### src/rtl/model_coefficient_bank_pkg.sv
// rtl/model_coefficient_bank_pkg.sv - shared constants and index helpers for the LPC coefficient bank
package model_coefficient_bank_pkg;

  localparam int          WIDTH   = 32;
  localparam int          ORDER   = 12;
  localparam int          IDX_W   = 4;
  localparam logic [31:0] ONE     = 32'h3F80_0000;
  localparam logic [31:0] FP_ZERO = 32'h0000_0000;

  function automatic logic idx_in_range(input logic [IDX_W-1:0] idx,
                                        input logic [IDX_W-1:0] max_idx);
    return idx <= max_idx;
  endfunction

  // Entry 0 holds a0 = 1.0 and is never a legal write target.
  function automatic logic idx_writable(input logic [IDX_W-1:0] idx,
                                        input logic [IDX_W-1:0] max_idx);
    return (idx != '0) && (idx <= max_idx);
  endfunction

endpackage

### src/rtl/model_coefficient_bank_coef_bank_ram.sv
// rtl/model_coefficient_bank_coef_bank_ram.sv - one coefficient bank: three registered reads, prioritised writes
module coef_bank_ram
  import model_coefficient_bank_pkg::*;
#(
  parameter int          ORDER = model_coefficient_bank_pkg::ORDER,
  parameter int          WIDTH = model_coefficient_bank_pkg::WIDTH,
  parameter logic [31:0] ONE   = model_coefficient_bank_pkg::ONE
) (
  input  logic             iClock,
  input  logic             iReset,
  input  logic [IDX_W-1:0] iRdAddr1,
  input  logic [IDX_W-1:0] iRdAddr2,
  input  logic [IDX_W-1:0] iRdAddr3,
  output logic [WIDTH-1:0] oRdData1,
  output logic [WIDTH-1:0] oRdData2,
  output logic [WIDTH-1:0] oRdData3,
  input  logic             iWrEnK,
  input  logic [IDX_W-1:0] iWrAddrK,
  input  logic [WIDTH-1:0] iWrDataK,
  input  logic             iWrEn1,
  input  logic [IDX_W-1:0] iWrAddr1,
  input  logic [WIDTH-1:0] iWrData1,
  input  logic             iWrEn2,
  input  logic [IDX_W-1:0] iWrAddr2,
  input  logic [WIDTH-1:0] iWrData2
);

  localparam logic [IDX_W-1:0] MAX_IDX = IDX_W'(ORDER);

  logic [WIDTH-1:0] mem [0:ORDER];

  // Priority per entry: Km load, then port 1, then port 2. Entry 0 is only set by reset.
  always_ff @(posedge iClock) begin
    if (iReset) begin
      mem[0] <= WIDTH'(ONE);
      for (int i = 1; i <= ORDER; i++) begin
        mem[i] <= '0;
      end
    end else begin
      for (int i = 1; i <= ORDER; i++) begin
        if (iWrEnK && (iWrAddrK == IDX_W'(i))) begin
          mem[i] <= iWrDataK;
        end else if (iWrEn1 && (iWrAddr1 == IDX_W'(i))) begin
          mem[i] <= iWrData1;
        end else if (iWrEn2 && (iWrAddr2 == IDX_W'(i))) begin
          mem[i] <= iWrData2;
        end
      end
    end
  end

  always_ff @(posedge iClock) begin
    if (iReset) begin
      oRdData1 <= '0;
      oRdData2 <= '0;
      oRdData3 <= '0;
    end else begin
      oRdData1 <= idx_in_range(iRdAddr1, MAX_IDX) ? mem[iRdAddr1] : '0;
      oRdData2 <= idx_in_range(iRdAddr2, MAX_IDX) ? mem[iRdAddr2] : '0;
      oRdData3 <= idx_in_range(iRdAddr3, MAX_IDX) ? mem[iRdAddr3] : '0;
    end
  end

endmodule

### src/rtl/model_coefficient_bank.sv
// rtl/model_coefficient_bank.sv - double-buffered Levinson-Durbin coefficient store with swap commit
module model_coefficient_bank
  import model_coefficient_bank_pkg::*;
#(
  parameter int          ORDER = model_coefficient_bank_pkg::ORDER,
  parameter int          WIDTH = model_coefficient_bank_pkg::WIDTH,
  parameter logic [31:0] ONE   = model_coefficient_bank_pkg::ONE
) (
  input  logic             iClock,
  input  logic             iReset,
  input  logic [IDX_W-1:0] iSel1,
  input  logic [IDX_W-1:0] iSel2,
  output logic [WIDTH-1:0] oModel1,
  output logic [WIDTH-1:0] oModel2,
  input  logic             iWrValid,
  input  logic [IDX_W-1:0] iTarget1,
  input  logic [IDX_W-1:0] iTarget2,
  input  logic [WIDTH-1:0] iData1,
  input  logic [WIDTH-1:0] iData2,
  input  logic             iOnlyOne,
  input  logic             iLoadKm,
  input  logic [IDX_W-1:0] iM,
  input  logic [WIDTH-1:0] iKm,
  input  logic             iSwap,
  input  logic [IDX_W-1:0] iRdAddr,
  output logic [WIDTH-1:0] oRdData,
  output logic [IDX_W-1:0] oOrder,
  output logic             oError
);

  localparam logic [IDX_W-1:0] MAX_IDX = IDX_W'(ORDER);

  logic             active_sel;
  logic             rd_sel_q;
  logic             wr1_ok;
  logic             wr2_ok;
  logic             km_ok;
  logic             illegal;
  logic [1:0]       shadow_en;
  logic [WIDTH-1:0] model1   [2];
  logic [WIDTH-1:0] model2   [2];
  logic [WIDTH-1:0] rd_data  [2];

  // Target 0 is dropped without complaint; out-of-range targets and bad Km orders flag an error.
  always_comb begin
    wr1_ok  = iWrValid && idx_writable(iTarget1, MAX_IDX);
    wr2_ok  = iWrValid && !iOnlyOne && idx_writable(iTarget2, MAX_IDX);
    km_ok   = iLoadKm && idx_writable(iM, MAX_IDX);
    illegal = (iWrValid && !idx_in_range(iTarget1, MAX_IDX))
            || (iWrValid && !iOnlyOne && !idx_in_range(iTarget2, MAX_IDX))
            || (iLoadKm && !idx_writable(iM, MAX_IDX));
    shadow_en    = 2'b00;
    shadow_en[0] = active_sel;
    shadow_en[1] = !active_sel;
  end

  for (genvar b = 0; b < 2; b++) begin : g_bank
    coef_bank_ram #(
      .ORDER (ORDER),
      .WIDTH (WIDTH),
      .ONE   (ONE)
    ) u_bank (
      .iClock   (iClock),
      .iReset   (iReset),
      .iRdAddr1 (iSel1),
      .iRdAddr2 (iSel2),
      .iRdAddr3 (iRdAddr),
      .oRdData1 (model1[b]),
      .oRdData2 (model2[b]),
      .oRdData3 (rd_data[b]),
      .iWrEnK   (km_ok && shadow_en[b]),
      .iWrAddrK (iM),
      .iWrDataK (iKm),
      .iWrEn1   (wr1_ok && shadow_en[b]),
      .iWrAddr1 (iTarget1),
      .iWrData1 (iData1),
      .iWrEn2   (wr2_ok && shadow_en[b]),
      .iWrAddr2 (iTarget2),
      .iWrData2 (iData2)
    );
  end

  // rd_sel_q remembers which bank was active when the read was issued, so a read
  // coinciding with a swap still returns the outgoing model.
  always_ff @(posedge iClock) begin
    if (iReset) begin
      active_sel <= 1'b0;
      rd_sel_q   <= 1'b0;
      oOrder     <= '0;
      oError     <= 1'b0;
    end else begin
      rd_sel_q <= active_sel;
      if (iSwap) begin
        active_sel <= !active_sel;
        oOrder     <= iM;
      end
      if (illegal) begin
        oError <= 1'b1;
      end
    end
  end

  always_comb begin
    oModel1 = rd_sel_q ? model1[1]  : model1[0];
    oModel2 = rd_sel_q ? model2[1]  : model2[0];
    oRdData = rd_sel_q ? rd_data[1] : rd_data[0];
  end

endmodule

### config.mk
export PLATFORM = sky130hd
export DESIGN_NAME = model_coefficient_bank
export DESIGN_NICKNAME = d
export VERILOG_FILES = /design/src/rtl/model_coefficient_bank_pkg.sv /design/src/rtl/model_coefficient_bank_coef_bank_ram.sv /design/src/rtl/model_coefficient_bank.sv
export SDC_FILE = /design/constraint.sdc
export NUM_CORES = 2
export LEC_CHECK = 0
export CAP_MARGIN = 20
export CORE_ASPECT_RATIO = 0.9
export CORE_MARGIN = 4
export CORE_UTILIZATION = 30
export CTS_CLUSTER_DIAMETER = 30
export DETAILED_ROUTE_END_ITERATION = 12
export HOLD_SLACK_MARGIN = 0.06
export MAX_ROUTING_LAYER = met4
export PLACE_DENSITY_LB_ADDON = 0.12
export SKIP_CTS_REPAIR_TIMING = 1
export SYNTH_ARGS = -nofsm -noshare
export SYNTH_HDL_FRONTEND = slang
export SYNTH_HIERARCHICAL = 1
export SYNTH_SLANG_ARGS = --single-unit
export TNS_END_PERCENT = 30
### constraint.sdc
create_clock -name iClock -period 13.5 [get_ports iClock]
set_input_delay 2.7 -clock iClock [delete_from_list [all_inputs] [get_ports iClock]]
set_output_delay 2.7 -clock iClock [all_outputs]
set_load 0.005 [all_outputs]
==> metrics.md <==
| Metric | Value |
|---|---|
| Outcome | finished, final reports clean |
| Largest net degree at the start of global routing | 84 |
| Peak supply drop | 0.000158 V |
| Worst setup EP type | flop |
| Syn nets | between 5000 and 6000 |
| TNS Setup | 0 ps |
| Setup violators final | 0 |
| Most used DFF post-synth | edfxtp_1 |
| Std cell rows | 161 |
| Crit-path max FO | 32 |
| Final core occ | 37.4% |
| DRT Pass-1 Iters | 8 |
| NetSw | about 3200 uW |
| I/O Buffers | 226 |
| Initial core utilization | 30.3% |
| Pins over their slew limit | 0 |
| Max-cap viol count | 0 |
| Yosys Warn Count | 6 |
| Critical path class | in2reg |
| Final std cell area, no fill | 80200 um2 |
| TritonCTS clock tree | yes |
| Clk sink count | 967 |
| Placement Setup Slack | 5730 ps |
| Final Hold Fails | 0 |
| Reg clk slew, reported paths | 40 ps |
| Core Box Area | 215000 um2 |
| Final ANT Viol Nets | 0 |
| Comb pwr share | 12.7% |
| Die Ht | ~450 um |
| Sequential area share after synthesis | 41.6% |
| Inserted Clock Buffers | 308 |
| Residual DRC | 0 |
| Grt total ovfl | 0 |
| Most common cell after layout, fill and taps aside | edfxtp_1 |
| Critical path startpoint category | input port |
| CTS H-Tree Depth | 5 |
| Commonest cells after routing, fill and taps aside | 768 x edfxtp_1, 418 x a22oi_1, 388 x nand2_1 |
| Via count | 61203 |
| Clk_lat worst skew | between 900 and 1000 ps |
| Slew @ Worst Pin | 1280 ps |
| Initial DRC count | 10195 |
| Pleak | roughly 0.027 uW |
| WL final | 378000 um |
| Clk_skew | roughly 66 ps |
| GR Util met3 | around a tenth |
| Cell area after synthesis | 65000 um2 |
| Setup WS post-layout | about 6500 ps |
| Max Clk Rate | 0.143 GHz |
| Layout cells sized above 1 | 27.9% |
| Period utilisation layout | 51.8% |
| # IOs | 227 |
| Cell variety after synth | 92 |
| Worst Hold Class | reg2reg |
| Power Internal | 8530 uW |
| FILL cells | 20724 |
| Slew HR | 14.5% |
| First-pass GRT wire length | roughly 500000 um |
| Critical path data required time | 13840 ps |
| GR Util All Layers | 33.3% |
| Number of flops mapped to enable cells by yosys | 768 |
| CTS root buf | clkbuf_16 |
| Antenna violations before repair | 17 |
| Nets | 5759 |
| M2 GR Usage | 46.2% |
| Cells after Synth | 5614 |
| Yosys reg bits | roughly 970 |
| DIE WIDTH | around 500 um |
| RePlAce Congestion | 0.992 |
| Total power | around 12000 uW |
| FFs w/ async S/R, synth | 0% |
| RSZ-0062 raised after global routing | no |
| Final Critical Period | 7000 ps |
| Wire length per cell | ~43 um |
| Die area | about 220000 um2 |
| Vias in the first global route | 58559 |
| Hpwl dp | 232000 um |
| Total power per unit cell area | 147 nW/um2 |
| Gr busiest metal | met2 |
| Global routing usage on met1 | 43.5% |
| Critical path arrival | 7340 ps |
| Longest Clk Path Bufs | 4 |
| Clk pwr share | 57.2% |
| Vias per cell | roughly 7 |
| Mean Syn Cell Area | 11.6 um2 |
| Net Sw Frac | 27.5% |
| Sequential power share | 30.1% |
| Post-Place Cell Area | 70400 um2 |
| Synth-to-layout area growth | 23.4% |
==> stage by stage <==
stage          cells  hold WS (ps)
6_report        8737           500
5_1_grt         8733           536
4_1_cts         8703           504
3_5_place_dp    8168           494
3_3_place_gp    8157           499
2_1_floorplan   5614           477
==> sequential cells by signal (all words and copies together), names as in the netlist <==
register / cells
oOrder: 4
g_bank.u_bank/oRdData3: 64
active_sel: 1
rd_sel_q: 1
g_bank.u_bank/oRdData1: 64
g_bank.u_bank/mem: 768
oError: 1
g_bank.u_bank/oRdData2: 64
==> logic make-up (layout without fill, tap and decap cells) <==
group	count (synthesis)	count (layout)	share of synthesized area (%)
buffers and inverters	911	1155	5.89
AOI/OAI and AO/OA	1877	1877	24.3
DFF	967	967	41.6
other	0	27	0
and+or+nand+nor	1128	1128	8.81
muxes	730	730	19.4
xor gates and xnor gates	1	1	0.0135
==> final cells by class <==
cell class / instances / area (um2) / area share [%]
Antenna cell: 27 / 67.6 / 0.0843
Clock buffer: 384 / 8470 / 10.6
Clock inverter: 151 / 1150 / 1.43
Inverter: 73 / 275 / 0.343
Multi-Input combinational cell: 3736 / 34800 / 43.4
Sequential cell: 967 / 27000 / 33.7
Tap cell: 2852 / 3570 / 4.45
Timing Repair Buffer: 547 / 4830 / 6.02
==> final timing paths <==
kind	to	start	slack, ps	cells after the start
worst max-delay path	g_bank[1].u_bank/mem[8][23]	iM[3]	6500	10
worst max register to register	g_bank[1].u_bank/mem[8][23]	active_sel	9350	8
worst min register to register	oOrder[2]	oOrder[2]	500	2
worst min-delay path	oOrder[2]	oOrder[2]	500	2
==> routing by layer <==
layer	wire length (um)	share of wire (%)
met5	0	0
met4	22300	5.9
met3	48500	13
met2	158000	42
met1	149000	40
==> critical path: stages <==
cell             delay (ps)
clkdlybuf4s50_1         890
nor4_2                  490
a21oi_1                 120
and3_1                  350
nand3b_1                130
buf_4                   460
o22ai_1                 170
buf_4                   230
a21oi_1                 790
nand2_2                 910
==> power by group through the flow <==
stage | logic [uW] | registers, uW | clock network, uW
floorplan | 766 | 3510 | 0
global placement | 1430 | 3570 | 0
detailed placement | 1440 | 3580 | 0
CTS | 1440 | 3530 | 6770
global route | 1510 | 3550 | 6960
finish | 1500 | 3540 | 6730
==> cells in the mapped netlist, types with 31 or more instances <==
master	instances	area, um2
inv_1	70	263
o22ai_1	131	820
a311oi_2	90	1350
mux2_4	40	601
o41ai_1	32	280
a221oi_1	210	1840
a31oi_1	32	200
buf_2	185	926
o21ai_0	121	606
nor4_1	144	901
edfxtp_1	768	23100
clkbuf_1	598	2240
a22oi_1	418	3140
nand2_1	397	1490
mux2i_1	100	1000
mux4_2	384	8650
nor3_1	190	951
nor2_1	141	529
nand3_1	37	185
a211oi_1	31	233
a21oi_1	38	190
a311oi_1	80	701
and2_1	80	500
dfxtp_1	199	3980
o2bb2ai_1	373	3270
a221o_1	175	1750
mux2_2	176	1980
a32oi_1	50	438
No activity file was read; power rests on OpenSTA's default activity.
